<file path="config.mk">
export PLATFORM = sky130hd
export DESIGN_NAME = ps2_mouse_reg_bank
export DESIGN_NICKNAME = d
export VERILOG_FILES = /design/src/rtl/mouse_regs_pkg.sv /design/src/rtl/mouse_event_fifo.sv /design/src/rtl/ps2_mouse_reg_bank.sv
export SDC_FILE = /design/constraint.sdc
export NUM_CORES = 1
export LEC_CHECK = 0
export ABC_AREA = 1
export BUFFER_PORTS_ARGS = -buffer_cell sky130_fd_sc_hd__buf_2
export CAP_MARGIN = 10
export CORE_MARGIN = 5
export CORE_UTILIZATION = 45
export DETAILED_ROUTE_END_ITERATION = 8
export GPL_ROUTABILITY_DRIVEN = 0
export PLACE_DENSITY = 0.61
export SKIP_LAST_GASP = 1
export SYNTH_ARGS = -nofsm -noshare
export SYNTH_HDL_FRONTEND = slang
export SYNTH_SLANG_ARGS = --single-unit
</file>
<file path="constraint.sdc">
create_clock -name Clk -period 5.96 [get_ports Clk]
set_input_delay 0.298 -clock Clk [delete_from_list [all_inputs] [get_ports Clk]]
set_output_delay 0.298 -clock Clk [all_outputs]
set_load 0.1 [all_outputs]
</file>
<file path="src/rtl/mouse_regs_pkg.sv">
// Shared register-map constants, field offsets and per-axis position arithmetic
// for the PS/2 mouse register bank.
package mouse_regs_pkg;

    localparam int EVT_W = 21;

    localparam int A_POS_X   = 0;
    localparam int A_POS_Y   = 1;
    localparam int A_STATUS  = 2;
    localparam int A_SCALE_X = 3;
    localparam int A_SCALE_Y = 4;
    localparam int A_MIN_X   = 5;
    localparam int A_MAX_X   = 6;
    localparam int A_MIN_Y   = 7;
    localparam int A_MAX_Y   = 8;
    localparam int A_CTRL    = 9;
    localparam int A_EVENT   = 10;
    localparam int A_LEVEL   = 11;

    localparam int ST_BTN_LSB = 0;
    localparam int ST_XSIGN   = 3;
    localparam int ST_YSIGN   = 4;
    localparam int ST_NOACK   = 5;
    localparam int ST_OVF     = 6;
    localparam int ST_NEMPTY  = 7;

    localparam int CTRL_CLAMP = 0;
    localparam int CTRL_IRQ   = 1;

    localparam int EVT_DY_LSB  = 0;
    localparam int EVT_DX_LSB  = 9;
    localparam int EVT_BTN_LSB = 18;
    localparam int EVT_VALID   = 31;

    // Wide enough for a 32-bit position plus a 9-bit increment without overflow.
    localparam int ACC_W = 34;
    typedef logic signed [ACC_W-1:0] acc_t;

    function automatic acc_t axis_next(input acc_t pos, input acc_t inc, input acc_t lo,
                                       input acc_t hi, input logic clamp_en, input int pos_w);
        acc_t sum;
        acc_t shl;
        int   sh;
        sum = pos + inc;
        sh  = ACC_W - pos_w;
        shl = sum <<< sh;
        if (clamp_en) begin
            if (lo > hi) begin
                return lo;
            end else if (sum < lo) begin
                return lo;
            end else if (sum > hi) begin
                return hi;
            end else begin
                return sum;
            end
        end else begin
            return shl >>> sh;
        end
    endfunction

endpackage

</file>
<file path="src/rtl/mouse_event_fifo.sv">
// Synchronous event FIFO; a pop in the same cycle frees the slot for a push when full.
module mouse_event_fifo #(
    parameter int W     = 21,
    parameter int DEPTH = 8,
    localparam int AW   = $clog2(DEPTH),
    localparam int LW   = AW + 1
) (
    input  logic          Clk,
    input  logic          Reset,
    input  logic          i_push,
    input  logic [W-1:0]  i_push_data,
    input  logic          i_pop,
    output logic [W-1:0]  o_pop_data,
    output logic          o_full,
    output logic          o_empty,
    output logic [LW-1:0] o_level
);

    logic [W-1:0]  r_mem [DEPTH];
    logic [AW-1:0] r_wr_ptr;
    logic [AW-1:0] r_rd_ptr;
    logic [LW-1:0] r_level;
    logic          w_do_push;
    logic          w_do_pop;

    assign o_full     = (r_level == LW'(DEPTH));
    assign o_empty    = (r_level == {LW{1'b0}});
    assign o_level    = r_level;
    assign o_pop_data = r_mem[r_rd_ptr];
    assign w_do_pop   = i_pop & ~o_empty;
    assign w_do_push  = i_push & (~o_full | w_do_pop);

    // Storage array; contents are only meaningful below the level count.
    always_ff @(posedge Clk) begin
        if (w_do_push) begin
            r_mem[r_wr_ptr] <= i_push_data;
        end
    end

    // Pointers and occupancy.
    always_ff @(posedge Clk or posedge Reset) begin
        if (Reset) begin
            r_wr_ptr <= {AW{1'b0}};
            r_rd_ptr <= {AW{1'b0}};
            r_level  <= {LW{1'b0}};
        end else begin
            if (w_do_push) r_wr_ptr <= r_wr_ptr + AW'(1);
            if (w_do_pop)  r_rd_ptr <= r_rd_ptr + AW'(1);
            case ({w_do_push, w_do_pop})
                2'b10:   r_level <= r_level + LW'(1);
                2'b01:   r_level <= r_level - LW'(1);
                default: r_level <= r_level;
            endcase
        end
    end

endmodule

</file>
<file path="src/rtl/ps2_mouse_reg_bank.sv">
// CPU-visible register bank for the PS/2 mouse: position accumulation with clamp/wrap,
// readback scaling, packet event FIFO and level interrupt.
module ps2_mouse_reg_bank
    import mouse_regs_pkg::*;
#(
    parameter int POS_W      = 16,
    parameter int DATA_W     = 32,
    parameter int FIFO_DEPTH = 8,
    parameter int ADDR_W     = 8
) (
    input  logic              Clk,
    input  logic              Reset,
    input  logic              MDataReady,
    input  logic [2:0]        MBtn,
    input  logic [8:0]        MXInc,
    input  logic [8:0]        MYInc,
    input  logic              MErrNoAck,
    input  logic [ADDR_W-1:0] Addr,
    input  logic              WrEn,
    input  logic              RdEn,
    input  logic [DATA_W-1:0] DataIn,
    output logic [DATA_W-1:0] DataOut,
    output logic              RdValid,
    output logic              ErrAddr,
    output logic              Irq
);

    localparam int LVL_W     = $clog2(FIFO_DEPTH) + 1;
    localparam int VALID_BIT = (DATA_W > EVT_VALID) ? EVT_VALID : DATA_W - 1;
    localparam logic signed [POS_W-1:0] POS_MIN = {1'b1, {(POS_W-1){1'b0}}};
    localparam logic signed [POS_W-1:0] POS_MAX = {1'b0, {(POS_W-1){1'b1}}};

    logic signed [POS_W-1:0] r_pos_x, r_pos_y, r_min_x, r_max_x, r_min_y, r_max_y;
    logic [5:0]        r_scale_x, r_scale_y, r_status_lo;
    logic [1:0]        r_ctrl;
    logic              r_ovf;
    acc_t              w_nx_acc, w_ny_acc;
    logic              w_addr_ok, w_wr_bad, w_rd_bad, w_wr_ok, w_pop, w_ovf_set;
    logic              w_wr_pos_x, w_wr_pos_y, w_full, w_empty, w_unused;
    logic [EVT_W-1:0]  w_fifo_dout;
    logic [LVL_W-1:0]  w_level;
    logic [DATA_W-1:0] w_rd_data;

    function automatic logic [DATA_W-1:0] sext(input logic signed [POS_W-1:0] v);
        return DATA_W'(v);
    endfunction

    function automatic logic [DATA_W-1:0] scale_rd(input logic signed [POS_W-1:0] v,
                                                   input logic [5:0] sc);
        logic signed [DATA_W-1:0] ext;
        ext = DATA_W'(v);
        if (sc[5]) begin
            return ext >>> sc[4:0];
        end else begin
            return ext << sc[4:0];
        end
    endfunction

    assign w_addr_ok  = (Addr <= ADDR_W'(A_LEVEL));
    assign w_wr_bad   = WrEn & (~w_addr_ok | (Addr == ADDR_W'(A_EVENT)) | (Addr == ADDR_W'(A_LEVEL)));
    assign w_rd_bad   = RdEn & ~w_addr_ok;
    assign w_wr_ok    = WrEn & ~w_wr_bad;
    assign w_wr_pos_x = w_wr_ok & (Addr == ADDR_W'(A_POS_X));
    assign w_wr_pos_y = w_wr_ok & (Addr == ADDR_W'(A_POS_Y));
    assign w_pop      = RdEn & (Addr == ADDR_W'(A_EVENT));
    // A full FIFO only drops the packet when no pop frees a slot in the same cycle.
    assign w_ovf_set  = MDataReady & w_full & ~(w_pop & ~w_empty);
    assign w_nx_acc   = axis_next(ACC_W'(r_pos_x), ACC_W'($signed(MXInc)), ACC_W'(r_min_x),
                                  ACC_W'(r_max_x), r_ctrl[CTRL_CLAMP], POS_W);
    assign w_ny_acc   = axis_next(ACC_W'(r_pos_y), ACC_W'($signed(MYInc)), ACC_W'(r_min_y),
                                  ACC_W'(r_max_y), r_ctrl[CTRL_CLAMP], POS_W);
    assign w_unused   = ^{DataIn, w_nx_acc, w_ny_acc};

    mouse_event_fifo #(.W(EVT_W), .DEPTH(FIFO_DEPTH)) u_fifo (
        .Clk         (Clk),
        .Reset       (Reset),
        .i_push      (MDataReady),
        .i_push_data ({MBtn, MXInc, MYInc}),
        .i_pop       (w_pop),
        .o_pop_data  (w_fifo_dout),
        .o_full      (w_full),
        .o_empty     (w_empty),
        .o_level     (w_level)
    );

    // Read data mux; out-of-map addresses and an empty EVENT read give zero.
    always_comb begin
        w_rd_data = {DATA_W{1'b0}};
        case (Addr)
            ADDR_W'(A_POS_X):   w_rd_data = scale_rd(r_pos_x, r_scale_x);
            ADDR_W'(A_POS_Y):   w_rd_data = scale_rd(r_pos_y, r_scale_y);
            ADDR_W'(A_STATUS):  w_rd_data = DATA_W'({~w_empty, r_ovf, r_status_lo});
            ADDR_W'(A_SCALE_X): w_rd_data = DATA_W'(r_scale_x);
            ADDR_W'(A_SCALE_Y): w_rd_data = DATA_W'(r_scale_y);
            ADDR_W'(A_MIN_X):   w_rd_data = sext(r_min_x);
            ADDR_W'(A_MAX_X):   w_rd_data = sext(r_max_x);
            ADDR_W'(A_MIN_Y):   w_rd_data = sext(r_min_y);
            ADDR_W'(A_MAX_Y):   w_rd_data = sext(r_max_y);
            ADDR_W'(A_CTRL):    w_rd_data = DATA_W'(r_ctrl);
            ADDR_W'(A_EVENT): begin
                if (!w_empty) begin
                    w_rd_data[EVT_W-1:0] = w_fifo_dout;
                    w_rd_data[VALID_BIT] = 1'b1;
                end else begin
                    w_rd_data = {DATA_W{1'b0}};
                end
            end
            ADDR_W'(A_LEVEL):   w_rd_data = DATA_W'(w_level);
            default:            w_rd_data = {DATA_W{1'b0}};
        endcase
    end

    // Configuration registers written by the CPU.
    always_ff @(posedge Clk or posedge Reset) begin
        if (Reset) begin
            r_scale_x <= 6'd0;
            r_scale_y <= 6'd0;
            r_min_x   <= POS_MIN;
            r_max_x   <= POS_MAX;
            r_min_y   <= POS_MIN;
            r_max_y   <= POS_MAX;
            r_ctrl    <= 2'd0;
        end else if (w_wr_ok) begin
            case (Addr)
                ADDR_W'(A_SCALE_X): r_scale_x <= DataIn[5:0];
                ADDR_W'(A_SCALE_Y): r_scale_y <= DataIn[5:0];
                ADDR_W'(A_MIN_X):   r_min_x   <= DataIn[POS_W-1:0];
                ADDR_W'(A_MAX_X):   r_max_x   <= DataIn[POS_W-1:0];
                ADDR_W'(A_MIN_Y):   r_min_y   <= DataIn[POS_W-1:0];
                ADDR_W'(A_MAX_Y):   r_max_y   <= DataIn[POS_W-1:0];
                ADDR_W'(A_CTRL):    r_ctrl    <= DataIn[1:0];
                default:            r_ctrl    <= r_ctrl;
            endcase
        end
    end

    // Position accumulators and packet status; a CPU write beats the packet increment.
    always_ff @(posedge Clk or posedge Reset) begin
        if (Reset) begin
            r_pos_x     <= {POS_W{1'b0}};
            r_pos_y     <= {POS_W{1'b0}};
            r_status_lo <= 6'd0;
            r_ovf       <= 1'b0;
        end else begin
            if (w_wr_pos_x)      r_pos_x <= DataIn[POS_W-1:0];
            else if (MDataReady) r_pos_x <= w_nx_acc[POS_W-1:0];
            if (w_wr_pos_y)      r_pos_y <= DataIn[POS_W-1:0];
            else if (MDataReady) r_pos_y <= w_ny_acc[POS_W-1:0];
            if (MDataReady)      r_status_lo <= {MErrNoAck, MYInc[8], MXInc[8], MBtn};
            if (w_ovf_set) begin
                r_ovf <= 1'b1;
            end else if (w_wr_ok && (Addr == ADDR_W'(A_STATUS)) && DataIn[ST_OVF]) begin
                r_ovf <= 1'b0;
            end
        end
    end

    // Registered bus outputs and interrupt.
    always_ff @(posedge Clk or posedge Reset) begin
        if (Reset) begin
            DataOut <= {DATA_W{1'b0}};
            RdValid <= 1'b0;
            ErrAddr <= 1'b0;
            Irq     <= 1'b0;
        end else begin
            RdValid <= RdEn;
            ErrAddr <= w_wr_bad | w_rd_bad;
            Irq     <= r_ctrl[CTRL_IRQ] & (~w_empty | r_ovf);
            if (RdEn) DataOut <= w_rd_data;
        end
    end

endmodule

</file>
# After elaboration in Yosys (flattened, before gate mapping)
# Memories as Yosys holds them, arrays and structs flattened.
# Cells that the tools add are included.
[op_classes]
eq_ne = 14
n_mul = 0
magnitude_cmp = 7
mux = 22
div = 0
add_sub_neg = 6
shift = 4
reduce_logical = 15
n_bitwise = 21
[ops]
columns = ["operator", "n"]
rows = [
  ["one-hot mux 32 bit (12 select lines)", 1],
  ["two-way mux 16 bit", 12],
  ["two-way mux 32 bit", 2],
  ["<< shifter 32 x 5 -> 32 bit", 2],
  [">>> shifter 16 x 5 -> 32 bit", 2],
  ["adder 16 x 9 -> 17 bit", 2],
  ["> comparator 17 x 16 -> 1 bit", 2],
  ["less-than comparator 17 x 16 -> 1 bit", 2],
  ["equality test 8 x 3 -> 1 bit, second input constant", 4],
  ["equality test 8 x 4 -> 1 bit, second input constant", 4],
  ["> comparator 16 bit", 2],
  ["two-way mux 21 bit", 1],
  ["equality test 8 x 2 -> 1 bit, second input constant", 2],
  ["AND reduction 2 bit", 7],
  ["AND 1 bit", 11],
  ["equality test 8 x 1 -> 1 bit, second input constant", 1],
  ["<= comparator 8 x 4 -> 1 bit, second input constant", 1],
  ["logical NOT 8 bit", 1],
  ["one-hot mux 4 bit (2 select lines)", 1],
  ["nonzero test 2 bit", 4],
  ["adder 3 x 1 -> 3 bit, second input constant", 2],
  ["two-way mux 1 bit", 5],
  ["inverter 1 bit", 5],
  ["bitwise OR 1 bit", 5],
  ["other kinds (7)", 8],
]
[totals]
reg_bits = 162
latchBits = 0
inputBits = 67
output_inout_bits = 35
romBits = 0
ram_bits = 168
wordCells = 108
mem_count = 1
[mem_list]
columns = ["name", "words", "width", "read_ports", "rd_ports_with_merged_regs", "wr", "line_no", "text"]
rows = [
  ["u_fifo.r_mem", 8, 21, 1, 0, 1, "mouse_event_fifo.sv:19", "logic [W-1:0] r_mem [DEPTH];"],
]

# Longest topological paths before layout
[depth]
word_depth = 11
mapped_depth = 29
depth_no_buf = 28

# By module
# Synthesis repeated with hierarchy kept, for this count alone.
[unflattened]
cells_unflattened = 3259
hier_area_um2 = 23503.8
[modules_own_cells]
columns = ["module", "seq_area_each_um2", "area_each_um2", "instances", "cells_per_inst"]
rows = [
  ["ps2_mouse_reg_bank", 3843.7, 16301.9, 1, 2713],
  ["mouse_event_fifo", 5295.1, 7201.9, 1, 546],
]

# Worst setup path before layout
# No wires, ideal clock.
[synth_timing]
kind = "register to register"
from = "register r_pos_x[0]"
to = "register r_pos_x[10]"
arrival_ns = 3.104
setup_slack_ns = 2.739
required_time_ns = 5.843
path_stages_with_launch = 23
path_cell_list = "dfrtp_1 > ha_1 > fa_1 > nand2_1 > nand2_1 > nand3b_1 > nand2_1 > nand2_1 > nand2_1 > xor2_1 > ha_1 > nand2_1 > nor2_1 > and2_1 > nand3_1 > nand4_2 > nand2_4 > buf_6 > nand2_1 > nand3_1 > nand2_1 > nand2_1 > nand2_1"
[synth_between]
elab_chain_cells = 8
word_cells_on_any_way = 9
[synth_rtl]
columns = ["element", "line_no", "text"]
rows = [
  ["start, declared", "ps2_mouse_reg_bank.sv:33", "logic signed [POS_W-1:0] r_pos_x, r_pos_y, r_min_x, r_max_x, r_min_y, r_max_y;"],
  ["start signal, assigned", "ps2_mouse_reg_bank.sv:140", "r_pos_x <= {POS_W{1'b0}};"],
  ["start signal, assigned", "ps2_mouse_reg_bank.sv:145", "if (w_wr_pos_x) r_pos_x <= DataIn[POS_W-1:0];"],
  ["start signal, assigned", "ps2_mouse_reg_bank.sv:146", "else if (MDataReady) r_pos_x <= w_nx_acc[POS_W-1:0];"],
  ["adder 16 x 9 -> 17 bit (*)", "mouse_regs_pkg.sv:44", "sum = pos + inc;"],
  ["> comparator 17 x 16 -> 1 bit", "mouse_regs_pkg.sv:52", "end else if (sum > hi) begin"],
  ["two-way mux 16 bit", "mouse_regs_pkg.sv:52", ""],
  ["two-way mux 16 bit", "mouse_regs_pkg.sv:50", "end else if (sum < lo) begin"],
  ["two-way mux 16 bit", "mouse_regs_pkg.sv:48", "if (lo > hi) begin"],
  ["two-way mux 16 bit (*)", "mouse_regs_pkg.sv:47", "if (clamp_en) begin"],
  ["two-way mux 16 bit (*)", "ps2_mouse_reg_bank.sv:146", ""],
  ["two-way mux 16 bit (*)", "ps2_mouse_reg_bank.sv:145", ""],
]
# Every way passes the cells marked *; elsewhere a longest branch is shown, timed or not. The select of a mux whose other input is x is not followed.
# A chain may end at the register's enable or synchronous reset.

# Final worst setup path
[layout_timing]
from = "register r_pos_y[0]"
to = "register r_pos_y[2]"
[layout_between]
elab_chain_cells = 8
word_cells_on_any_way = 9
[layout_rtl]
columns = ["element", "line_no", "text"]
rows = [
  ["start, declared", "ps2_mouse_reg_bank.sv:33", ""],
  ["start signal, assigned", "ps2_mouse_reg_bank.sv:141", "r_pos_y <= {POS_W{1'b0}};"],
  ["start signal, assigned", "ps2_mouse_reg_bank.sv:147", "if (w_wr_pos_y) r_pos_y <= DataIn[POS_W-1:0];"],
  ["start signal, assigned", "ps2_mouse_reg_bank.sv:148", "else if (MDataReady) r_pos_y <= w_ny_acc[POS_W-1:0];"],
  ["adder 16 x 9 -> 17 bit (*)", "mouse_regs_pkg.sv:44", ""],
  ["> comparator 17 x 16 -> 1 bit", "mouse_regs_pkg.sv:52", ""],
  ["two-way mux 16 bit", "mouse_regs_pkg.sv:52", ""],
  ["two-way mux 16 bit", "mouse_regs_pkg.sv:50", ""],
  ["two-way mux 16 bit", "mouse_regs_pkg.sv:48", ""],
  ["two-way mux 16 bit (*)", "mouse_regs_pkg.sv:47", ""],
  ["two-way mux 16 bit (*)", "ps2_mouse_reg_bank.sv:148", ""],
  ["two-way mux 16 bit (*)", "ps2_mouse_reg_bank.sv:147", ""],
]
# Marked as above.

==> results.cfg <==
[power_and_ir_drop]
max-vdd-ir-drop_v = 0.000282
p_leak_uw = 0.0119
powerDensity_nw_per_um2 = 426

[yosys]
yosysTopAreaCellShare_pct = 21.6
yosys.cell_count.top_type = nand2_1
synthCells = 3274
synth.avg_cell_area_um2 = 7.14
synth_edf_count = 168
netlist_area_um2 = 23400
synth_warnings = 0
async_reset_ff_share_pct = 49.1
synth-seq-cells = 330
syn_nets = 3479
synthFlopType = edfxtp_1
synthTopCellsByArea = edfxtp_1 (22%), nand2_1 (17%), dfrtp_1 (14%), ha_1 (7.2%), nand3_1 (6.4%)
ys_seq_area_share_pct = 39.1
synth_common_cells = nand2_1 (1034), inv_1 (313), nand3_1 (301)
yosysTopAreaCell = edfxtp_1
synth_cell_type_count = 52

[global_route]
grt_pass1_wl_um = 122000
gr-max-usage-layer = met2
grt.met3_usage_pct = 4.84
grt_pass1_vias = 21118
antenna_found_initial = 0
grtUsageTotal_pct = 27.4
use_met2_pct = 41.6
grt_max_degree = 98
grt_overflow = 0
grtUsageMet1_pct = 39.7

[worst_setup_path]
rr_startpoint = r_pos_y[0]
end_kind = register
required_ps = 6410
r2r_slack_ps = 1780
critPathArrivalTime_ps = 4640
crit_fanout = 17
r2r_cells = 25
r2r-end = r_pos_y[2]
startpoint_type = register
criticalPathCategory = register to register

[final_layout]
num_antenna_cells = 0
fin_cells = 3990
drive_gt1_share_pct = 8.16
final_area_um2 = 25500
num-nets-final = 3485
syn_to_final_growth_pct = 8.92

[min_path]
min_delay_worst_endpoint = u_fifo.r_mem[5][11]
hold_path.class = primary input to register
min_path_cells = 1
min_from = MXInc[2]

[sta]
fmaxAchievable_mhz = 239
setup_viol = 0
report.final.slew_viol_count = 0
slew_headroom_pct = 19.9
period_minus_slack_ps = 4180
max_slew.worst_pin.slew_ps = 1200
fin_tns_setup_ps = 0
fin_skew_ps = 21.9
setup_ws_ps = 1780
finalHoldViolations = 0
rsz0062_at_grt = false
period_share_pct = 70.2

[clock_tree]
post_cts_buffers = 0
clk_pin_slew_ps = 60
postCtsHoldBufs = 2
cts.path.max_buffers = 3
cts-root-buf = clkbuf_16
cts-buffers-inserted = 38
cts_sinks = 330
htree_levels = 2
cts.repair.resized = 0
cts_tree = built
insertion_delay_ps = 570

[detailed_routing]
finalWirelength_um = 80300
drtIter0Drc = 2521
vias = 23123
avgViaCountPerCell = 5.80
wl_per_cell_um = 20.1
drc = 0
first_pass_iters = 7
ant_nets = 0

[floorplan]
die_h_um = 238
ios = 102
core_um2 = 51400
chipWidth_um = 238
dieArea_um2 = 56600
start_util_pct = 45.5
num_rows = 83

[place]
post_dp_cell_area_um2 = 24200
place_ws_ps = 1610
io_buffers = 85
detailed_place_hpwl_um = 58600
place_inst = 3918

[outcome]
status = complete, no violations

[flow_run]
drv_cap = 0
==> per-layer routing <==
metal,up-vias,share of wire (%)
li1,10898,-
met1,10896,44
met2,1135,43
met3,194,9.5
met4,0,3.9
met5,-,0
==> cell families (layout without fill, tap and decap cells) <==
group,after synthesis,count (layout),synth area share (%)
AND/OR/NAND/NOR,1709,1709,30.4
XOR/XNOR,20,20,0.749
adder cells (fa/ha/maj),138,138,7.48
flip-flops,330,330,39.1
multiplexers,2,2,0.0856
buffers and inverters,472,508,8.01
AO/OA/AOI/OAI,603,603,14.2
==> worst max-delay path by stage <==
stage          startpoint          to
3_5_place_dp     MYInc[0]  r_pos_y[4]
3_3_place_gp     MYInc[0]  r_pos_y[2]
5_1_grt        r_pos_y[0]  r_pos_y[4]
2_1_floorplan       Reset  DataOut[0]
4_1_cts        r_pos_y[0]  r_pos_y[4]
6_report       r_pos_y[0]  r_pos_y[2]
==> flip-flops by register name, summed over array words and instances, names as in the netlist <==
name and count:
u_fifo.r_mem 168, DataOut 32, r_max_x 16, r_max_y 16
r_min_x 16, r_min_y 16, r_pos_x 16, r_pos_y 16
r_scale_x 6, r_scale_y 6, r_status_lo 6, u_fifo.o_level 4
u_fifo.r_rd_ptr 3, u_fifo.r_wr_ptr 3, r_ctrl 2, ErrAddr 1
Irq 1, RdValid 1, r_ovf 1
==> placed cells by master, fill, tap and decap left out, types with 10 or more instances in the layout <==
master / n
edfxtp_1: 168
dfstp_2: 32
o22ai_1: 61
nand3b_1: 11
inv_1: 311
nand2_2: 12
a21o_1: 10
nor3_1: 11
buf_4: 23
dfrtp_1: 129
nand4_1: 33
nor2_1: 268
inv_2: 15
a21oi_1: 136
nand2_1: 1034
xor2_1: 14
nor2_2: 12
o21ai_1: 39
o21ai_0: 281
buf_2: 85
o211ai_1: 21
ha_1: 135
a31oi_1: 15
clkbuf_16: 39
nand3_1: 301
==> through the flow <==
step	utilization (%)	hold WS [ps]	total power, uW
global placement	47.1	459	8260
finish	49.6	53.5	10800
CTS	49.6	17.8	10700
floorplan	-	329	7060
global route	49.6	44.9	11700
detailed placement	47.1	460	8380
==> power breakdown <==
part	internal (uW)	total, uW	switching [uW]
logic	1800	5510	3700
clock network	1350	2330	982
registers	2720	3000	284
total	5870	10800	4970
==> worst max-delay path, stage by stage, from the launching register on <==
cell     delay [ps]
dfrtp_1         390
ha_1            200
fa_1            220
nand2_1          90
nand2_1          70
o21ai_1         100
o21ai_0         370
nand2_1         170
nand2_1         110
nand2_1          70
a22oi_1         210
inv_1           110
ha_1            340
nand2_1          70
inv_1            50
nand3_1          90
nor2_1          170
nand4_1         190
nand3_1         120
nand2_1          70
nand2_2         280
nand2_4         190
a21oi_1         180
nand2_1          70
nand2_1          70
nand2_1          50
==> area by class of cell <==
type	count	area, um^2
clock buffers	49	1050
clock inverters	21	179
fillers	5104	25900
inverters	328	1240
multi-input cells	2472	12400
flip-flops and latches	330	9140
well taps	680	851
repair buffers	110	618
Power figures use the tool's default switching activity.
